$ cat src/rtl/nios_frame_pkg.sv
// rtl/nios_frame_pkg.sv - shared types and helpers for the Nios frame writer
package nios_frame_pkg;

  localparam int PIX_W  = 8;
  localparam int LANES  = 4;
  localparam int WORD_W = PIX_W * LANES;

  typedef enum logic [1:0] {
    IDLE,
    WAIT_SOP,
    CAPTURE,
    DONE
  } frame_state_e;

  // Byte lanes 0..lane are valid in a word closed at 'lane'.
  function automatic logic [LANES-1:0] be_for_lane(input logic [1:0] lane);
    logic [LANES-1:0] be;
    case (lane)
      2'd0:    be = 4'b0001;
      2'd1:    be = 4'b0011;
      2'd2:    be = 4'b0111;
      default: be = 4'b1111;
    endcase
    return be;
  endfunction

endpackage

$ cat src/rtl/nios_pixel_packer.sv
// rtl/nios_pixel_packer.sv - packs 8-bit pixels into 32-bit words with pending/final handshake
module nios_pixel_packer
  import nios_frame_pkg::*;
(
  input  logic              clk,
  input  logic              reset,
  input  logic              clear,
  input  logic              hunting,
  input  logic              active,
  input  logic [PIX_W-1:0]  in_data,
  input  logic              in_valid,
  input  logic              in_sop,
  input  logic              in_eop,
  output logic              in_ready,
  input  logic              pop,
  output logic              pending,
  output logic              final_word,
  output logic [WORD_W-1:0] word_data,
  output logic [LANES-1:0]  word_be,
  output logic              frame_start,
  output logic              sop_restart
);

  logic [1:0]        cnt;
  logic [WORD_W-1:0] lane_buf;
  logic [WORD_W-1:0] merged;
  logic [1:0]        lane_sel;
  logic              beat;
  logic              take;

  // A slot frees up in the same cycle the pending word leaves.
  assign in_ready    = active && !final_word && (!pending || pop);
  assign beat        = in_valid && in_ready;
  assign take        = beat && (!hunting || in_sop);
  assign frame_start = beat && in_sop && hunting;
  assign sop_restart = beat && in_sop && !hunting;

  // sop always lands in lane 0, discarding any partial word.
  assign lane_sel = in_sop ? 2'd0 : cnt;

  always_comb begin
    merged = in_sop ? '0 : lane_buf;
    merged[{lane_sel, 3'b000} +: PIX_W] = in_data;
  end

  always_ff @(posedge clk or posedge reset) begin
    if (reset) begin
      cnt        <= 2'd0;
      lane_buf   <= '0;
      pending    <= 1'b0;
      final_word <= 1'b0;
      word_data  <= '0;
      word_be    <= '0;
    end else if (clear) begin
      cnt        <= 2'd0;
      lane_buf   <= '0;
      pending    <= 1'b0;
      final_word <= 1'b0;
    end else begin
      if (pop) begin
        pending <= 1'b0;
      end
      if (take) begin
        if (lane_sel == 2'd3 || in_eop) begin
          pending    <= 1'b1;
          word_data  <= merged;
          word_be    <= be_for_lane(lane_sel);
          cnt        <= 2'd0;
          lane_buf   <= '0;
          final_word <= in_eop;
        end else begin
          lane_buf <= merged;
          cnt      <= lane_sel + 2'd1;
        end
      end
    end
  end

endmodule

$ cat src/rtl/nios_frame_writer.sv
// rtl/nios_frame_writer.sv - writes a packed grayscale frame into the Nios frame memory
module nios_frame_writer
  import nios_frame_pkg::*;
#(
  parameter int ADDR_W    = 13,
  parameter int BASE_WORD = 0,
  parameter int MAX_WORDS = 5120
) (
  input  logic              clk,
  input  logic              reset,
  input  logic              start,
  input  logic [7:0]        in_data,
  input  logic              in_valid,
  input  logic              in_sop,
  input  logic              in_eop,
  output logic              in_ready,
  input  logic              mem_grant,
  output logic [ADDR_W-1:0] mem_address,
  output logic              mem_chipselect,
  output logic              mem_write,
  output logic [3:0]        mem_byteenable,
  output logic [31:0]       mem_writedata,
  output logic              busy,
  output logic              done,
  output logic [ADDR_W:0]   frame_words,
  output logic              err_overflow,
  output logic              err_sop
);

  localparam logic [ADDR_W:0]   LIMIT = (ADDR_W+1)'(MAX_WORDS);
  localparam logic [ADDR_W-1:0] BASE  = ADDR_W'(BASE_WORD);

  frame_state_e      state;
  logic [ADDR_W:0]   ptr;
  logic [ADDR_W-1:0] addr_q;
  logic              pending;
  logic              final_word;
  logic              frame_start;
  logic              sop_restart;
  logic              at_limit;
  logic              pop;
  logic              wr;
  logic              start_ok;
  logic              hunting;
  logic              active;

  assign hunting  = (state == WAIT_SOP);
  assign active   = (state == WAIT_SOP) || (state == CAPTURE);
  assign busy     = active;
  assign start_ok = start && ((state == IDLE) || (state == DONE));

  // Past capacity the word is retired without touching memory.
  assign at_limit = (ptr == LIMIT);
  assign pop      = pending && (mem_grant || at_limit);
  assign wr       = pending && mem_grant && !at_limit;

  assign mem_chipselect = wr;
  assign mem_write      = wr;
  assign mem_address    = addr_q;

  nios_pixel_packer u_packer (
    .clk         (clk),
    .reset       (reset),
    .clear       (start_ok),
    .hunting     (hunting),
    .active      (active),
    .in_data     (in_data),
    .in_valid    (in_valid),
    .in_sop      (in_sop),
    .in_eop      (in_eop),
    .in_ready    (in_ready),
    .pop         (pop),
    .pending     (pending),
    .final_word  (final_word),
    .word_data   (mem_writedata),
    .word_be     (mem_byteenable),
    .frame_start (frame_start),
    .sop_restart (sop_restart)
  );

  always_ff @(posedge clk or posedge reset) begin
    if (reset) begin
      state        <= IDLE;
      ptr          <= '0;
      addr_q       <= '0;
      frame_words  <= '0;
      done         <= 1'b0;
      err_overflow <= 1'b0;
      err_sop      <= 1'b0;
    end else begin
      case (state)
        IDLE, DONE: begin
          if (start) begin
            state        <= WAIT_SOP;
            done         <= 1'b0;
            err_overflow <= 1'b0;
            err_sop      <= 1'b0;
          end
        end
        WAIT_SOP: begin
          if (frame_start) state <= CAPTURE;
        end
        CAPTURE: begin
          if (pop && final_word) begin
            state <= DONE;
            done  <= 1'b1;
          end
        end
        default: state <= IDLE;
      endcase

      // A restart still lets a full pending word go out at the old address.
      if (start_ok || sop_restart) begin
        ptr         <= '0;
        addr_q      <= BASE;
        frame_words <= '0;
      end else if (wr) begin
        ptr         <= ptr + 1'b1;
        addr_q      <= addr_q + 1'b1;
        frame_words <= frame_words + 1'b1;
      end

      if (sop_restart) err_sop <= 1'b1;
      if (pop && at_limit) err_overflow <= 1'b1;
    end
  end

endmodule
$ cat config.mk
export PLATFORM = sky130hd
export DESIGN_NAME = nios_frame_writer
export DESIGN_NICKNAME = d
export VERILOG_FILES = /design/src/rtl/nios_frame_pkg.sv /design/src/rtl/nios_pixel_packer.sv /design/src/rtl/nios_frame_writer.sv
export SDC_FILE = /design/constraint.sdc
export NUM_CORES = 1
export LEC_CHECK = 0
export ABC_AREA = 1
export CORE_ASPECT_RATIO = 1.1
export CORE_UTILIZATION = 31
export DETAILED_ROUTE_END_ITERATION = 10
export SLEW_MARGIN = 0
export SYNTH_ARGS = -nofsm -noshare
export SYNTH_HDL_FRONTEND = slang
export SYNTH_SLANG_ARGS = --single-unit
$ cat constraint.sdc
create_clock -name clk -period 4.5 [get_ports clk]
set_input_delay 0.675 -clock clk [delete_from_list [all_inputs] [get_ports clk]]
set_output_delay 0.675 -clock clk [all_outputs]
set_load 0.01 [all_outputs]
# [After elaboration in Yosys (flattened, before gate mapping)]
# Cells that the tools add are included.
[word_totals] elab_cells=105 inputBits=15 register_bits=118 out_inout_bits=70
[classes] shift=2 add_sub_neg=5 n_reduce_logical=41 n_eq_ne=10 bitwise_logic=1 mux=33
[op_table] op="two-way mux 32 bit" n=4
[op_table] op="two-way mux 14 bit" n=4
[op_table] op="bitwise mux 32 bit" n=1
[op_table] op="variable shift 8 x 7 -> 32 bit, first input constant" n=1
[op_table] op="indexed part select 8 x 7 -> 32 bit" n=1
[op_table] op="adder 14 x 1 -> 14 bit, second input constant" n=2
[op_table] op="two-way mux 13 bit" n=2
[op_table] op="nonzero test 2 bit" n=8
[op_table] op="equality test 14 x 13 -> 1 bit, second input constant" n=1
[op_table] op="two-way mux 2 bit" n=7
[op_table] op="adder 13 x 1 -> 13 bit, second input constant" n=1
[op_table] op="logical AND 1 bit" n=13
[op_table] op="two-way mux 1 bit" n=12
[op_table] op="case mux 4 bit (3 select lines)" n=1
[op_table] op="AND reduction 3 bit" n=3
[op_table] op="equality test 2 bit, second input constant" n=4
[op_table] op="logical OR 1 bit" n=7
[op_table] op="negation 5 -> 7 bit" n=1
[op_table] op="case mux 2 bit (3 select lines)" n=1
[op_table] op="AND reduction 2 bit" n=3
[op_table] op="equality test 2 x 1 -> 1 bit, second input constant" n=2
[op_table] op="logical NOT 1 bit" n=4
[op_table] op="logical NOT 2 bit" n=2
[op_table] op="!= test 2 bit, second input constant" n=2
[op_table] op="other kinds (5)" n=5

# [Logic depth before layout (Yosys ltp)]
[logic_depth] depth_word=10 mapped_depth=14 ltp_nobuf=13

# [Cells and area by module]
# Synthesis repeated with hierarchy kept, for this count alone.
[hier_totals] hier_cells=804 hier_area_um2=6273.5
[by_module_without_submodules] module="nios_pixel_packer" n_inst=1 area_per_inst_um2=3535.9 cells_per_inst=446 seq_area_each_um2=1801.7
[by_module_without_submodules] module="nios_frame_writer" n_inst=1 area_per_inst_um2=2737.6 cells_per_inst=358 seq_area_each_um2=1151.1

# [Worst setup path after synthesis]
# Ideal clock, no wire load.
[synth_path] path_type="input -> register" startpoint="input port in_sop" endpoint="register u_packer.word_data[24]" path_buffers=2 arrival_ps=2377 required_time_ps=4435 setup_ps=65 slack_ps=2058 stages=10 path_cell_list="inv_1 > clkbuf_1 > nand2_1 > ha_1 > clkbuf_1 > inv_1 > nand3_1 > o32ai_1 > nand2_1 > nand2_1"
[synth_via] elab_chain_len=4 elab_cells_between_ends=11 cone_classes="add/sub: 1; eq/ne: 1; shift: 2; mux: 3; reduce/logical: 4"
[synth_lines] item="start: declaration" line_no="nios_frame_writer.sv:14" rtl="input logic in_sop,"
[synth_lines] item="two-way mux 2 bit" line_no="nios_pixel_packer.sv:39" rtl="assign lane_sel = in_sop ? 2'd0 : cnt;"
[synth_lines] item="negation 5 -> 7 bit / equality test 2 bit (equally long branches)" line_no="nios_pixel_packer.sv:43, nios_pixel_packer.sv:64"
[synth_lines] item="indexed part select 8 x 7 -> 32 bit, or another cell as far along" line_no="nios_pixel_packer.sv:43" rtl="merged[{lane_sel, 3'b000} +: PIX_W] = in_data;"
[synth_lines] item="bitwise mux 32 bit / AND reduction 3 bit (equally long branches)"
[synth_lines] item="end signal: assignment" line_no="nios_pixel_packer.sv:66" rtl="word_data <= merged;"
[synth_lines] item="end: declaration" line_no="nios_pixel_packer.sv:18" rtl="output logic [WORD_W-1:0] word_data,"
# Parallel ways exist; a longest one is shown, timed or not.
# A chain may end at the register's enable or synchronous reset.

# [Worst setup path in the final report]
[layout_path] startpoint="input port in_sop" endpoint="register u_packer.word_be[2]"
[layout_via] elab_chain_len=4 elab_cells_between_ends=10 cone_classes="eq/ne: 3; mux: 2; reduce/logical: 5"
[layout_lines] item="two-way mux 2 bit" line_no="nios_pixel_packer.sv:39"
[layout_lines] item="equality test 2 bit" line_no="nios_pixel_packer.sv:64" rtl="if (lane_sel == 2'd3 || in_eop) begin"
[layout_lines] item="logical OR 1 bit" line_no="nios_pixel_packer.sv:64"
[layout_lines] item="AND reduction 3 bit (no source line)"
[layout_lines] item="end signal: assignment" line_no="nios_pixel_packer.sv:67" rtl="word_be <= be_for_lane(lane_sel);"
[layout_lines] item="end: declaration" line_no="nios_pixel_packer.sv:19" rtl="output logic [LANES-1:0] word_be,"
# Parallel ways exist; a longest one is shown, timed or not.

==> results.cfg <==
[synth]
synth_edf_count = 0
synth.ff_latch_count = 118
netlist_instances = 729
yosysTopAreaCellShare_pct = 50.1
synth_top_area_cell = dfrtp_1
synth_nets = 756
syn-cell-area_um2 = 5890
synth_area_leaders = dfrtp_1 (50%), nand2_1 (17%), nor2_1 (5.2%), nand3_1 (5.1%), inv_1 (3.7%)
synth_ff_type = dfrtp_1
synth.distinct_cells = 32
async_reset_ff_share_pct = 100
avgSynthCellArea_um2 = 8.08
synth-warning-count = 0
yosysSeqAreaShare_pct = 50.1

[sta]
hold_viol_final = 0
period_minus_slack_ns = 3.33
relSlewSlack_pct = 38.9
setup_viol = 0
fin_crit_sh_pct = 73.9
rsz0062_at_grt = false
drv_slew = 0
fin_setup_tns_ns = 0
worstMarginPinSlew_ns = 0.917
fin_skew_ns = 0.00809
fmax_ghz = 0.301

[grt]
grt.total_usage_pct = 16.1
grt_pass1_vias = 4930
grt_pass1_wl_mm = 24.9
grt.overflow.total = 0
antenna_found_initial = 0
grt_max_degree = 71

[floorplan]
ios = 85
core-area_um2 = 18500
rows = 52
initial_utilization_pct = 31.9
dieArea_um2 = 19500
dieWidth_um = 133
die_h_um = 147

[clock_tree]
cts_tree = done
cts-root-buf = clkbuf_16
numCtsBuffers = 17
cts_resized = 0
clk_latency_ns = 0.42
cts_max_path_buffers = 2
postCtsSetupBuffers = 0
cts_hold_buf = 0
h-tree-depth = 4
clk_pin_slew_ns = 0.05
cts_sinks = 118

[placed_design]
gp_congestion = 0.834
portBuffers = 84
dp_hpwl_mm = 9.67
placed_cells = 1030

[pwr]
comb_power_share_pct = 28.6
intPower_mw = 2.27
ir_worst_vdd_v = 0.000354
pwr-share-seq_pct = 35.9
power_leakage_nw = 3.55
clkPwrFrac_pct = 35.4
swShare_pct = 35.2
power.density_nw_per_um2 = 470
p_sw_mw = 1.23

[routing]
viasPerCell = 4.57
routedWlPerCell_um = 13.6
wirelength_mm = 14.4
drcViolationCount = 0
drtIter0Drc = 241
firstDrtPassIters = 4
drtAntennaViolNets = 0
vias = 4840

[worst_setup_path]
cp-end-kind = register
crit_path_max_fanout = 36
cp.required_ns = 4.85
worstPathArrival_ns = 3.68
startpoint_type = primary input
criticalPathCategory = primary input to register

[job]
cap_violations = 0

[layout]
syn_to_final_growth_pct = 26.3
layout_common_cells = nand2_1 (261), dfrtp_1 (118), clkdlybuf4s50_1 (84)
final_common_cell = nand2_1
layoutNonFillerInstCount = 1059
fin_util_pct = 40.2
nNetsFinal = 833
drive_above_1_share_pct = 5.64
diodes = 0

[min_path]
min_path_type = register to register

[outcome]
status = finished clean
==> synthesized netlist by cell type, types with 3 or more instances <==
cell        n
xnor2_1    10
buf_2      10
nand2_1   261
nand4_1    11
clkbuf_1    9
dfrtp_1   118
nand3_1    60
o22ai_1    16
o32ai_1     8
xor2_1     23
nor2_2      3
a21oi_1     4
nor2_1     81
inv_1      58
nor3_1      6
nand2_2     3
ha_1       12
buf_1       5
o31ai_1     8
buf_6       6
==> registers in the layout (all words and copies together) (netlist names) <==
name                 cells
err_overflow             1
mem_address             13
state                    2
u_packer.word_be         4
done                     1
frame_words             14
u_packer.pending         1
err_sop                  1
u_packer.cnt             2
u_packer.lane_buf       32
u_packer.word_data      32
u_packer.final_word      1
ptr                     14
==> cell families (layout without fill, tap and decap cells) <==
group	Yosys count	in the layout	share of synthesized area, %
fa+ha+maj	12	12	2.55
buf+inv	93	180	7.03
xor+xnor	33	33	4.91
simple gates	433	433	30.6
compound gates	40	40	4.72
flops	118	118	50.1
==> final cells by class <==
class	instances	area (um2)
clock inverters	9	82.6
inverters	61	231
well taps	243	304
repair buffers	90	898
multi-input cells	518	2520
clock buffers	20	447
flip-flops and latches	118	2950
fillers	1936	11000
==> critical path: stages <==
cell and delay [ns]:
clkdlybuf4s50_1 0.62, inv_1 0.38, nand2_1 0.32, inv_1 0.15, ha_1 0.22, nor2_1 0.33, inv_1 0.20, nand2_2 0.55
nand2_1 0.13, nand2_1 0.09
==> metrics by stage <==
step	total power, mW	setup WS (ns)	hold WS (ns)	cell area (um2)
finish	3.50	1.17	0.462	7440
global route	3.72	0.837	0.490	7440
CTS	3.54	1.16	0.467	7440
detailed placement	2.28	0.718	0.454	6910
global placement	2.27	0.843	0.448	6910
floorplan	1.94	0.696	0.467	5890
==> power by group through the flow <==
stage	Clock, mW	Sequential [mW]	Combinational, mW
3_5_place_dp	0	1.27	1.01
3_3_place_gp	0	1.27	0.998
2_1_floorplan	0	1.28	0.658
4_1_cts	1.27	1.26	1.01
5_1_grt	1.32	1.27	1.13
6_report	1.24	1.26	1.00
==> worst paths after layout <==
check | cells past startpoint | from | slack, ns | endpoint
max | 10 | in_sop | 1.17 | u_packer.word_be[2]$_DFFE_PP0P_
min | 2 | u_packer.word_be[0]$_DFFE_PP0P_ | 0.46 | u_packer.word_be[0]$_DFFE_PP0P_
max reg2reg | 13 | ptr[0]$_DFFE_PP0P_ | 2.12 | u_packer.word_data[1]$_DFFE_PP0P_
min reg2reg | 2 | u_packer.word_be[0]$_DFFE_PP0P_ | 0.46 | u_packer.word_be[0]$_DFFE_PP0P_
max in group asynchronous | 3 | reset | 2.90 | ptr[11]$_DFFE_PP0P_
min in group asynchronous | 2 | reset | 0.82 | frame_words[12]$_DFFE_PP0P_
==> routing by layer <==
| metal | vias up | GRT usage (%) | wire (um) |
|---|---|---|---|
| met4 | 0 | 6.53 | 257 |
| met5 | - | 0 | 0 |
| met3 | 19 | 3.33 | 479 |
| met1 | 2287 | 20.9 | 6830 |
| li1 | 2447 | - | - |
| met2 | 87 | 25.9 | 6830 |
Note: power is estimated with default switching activity, not from simulation.
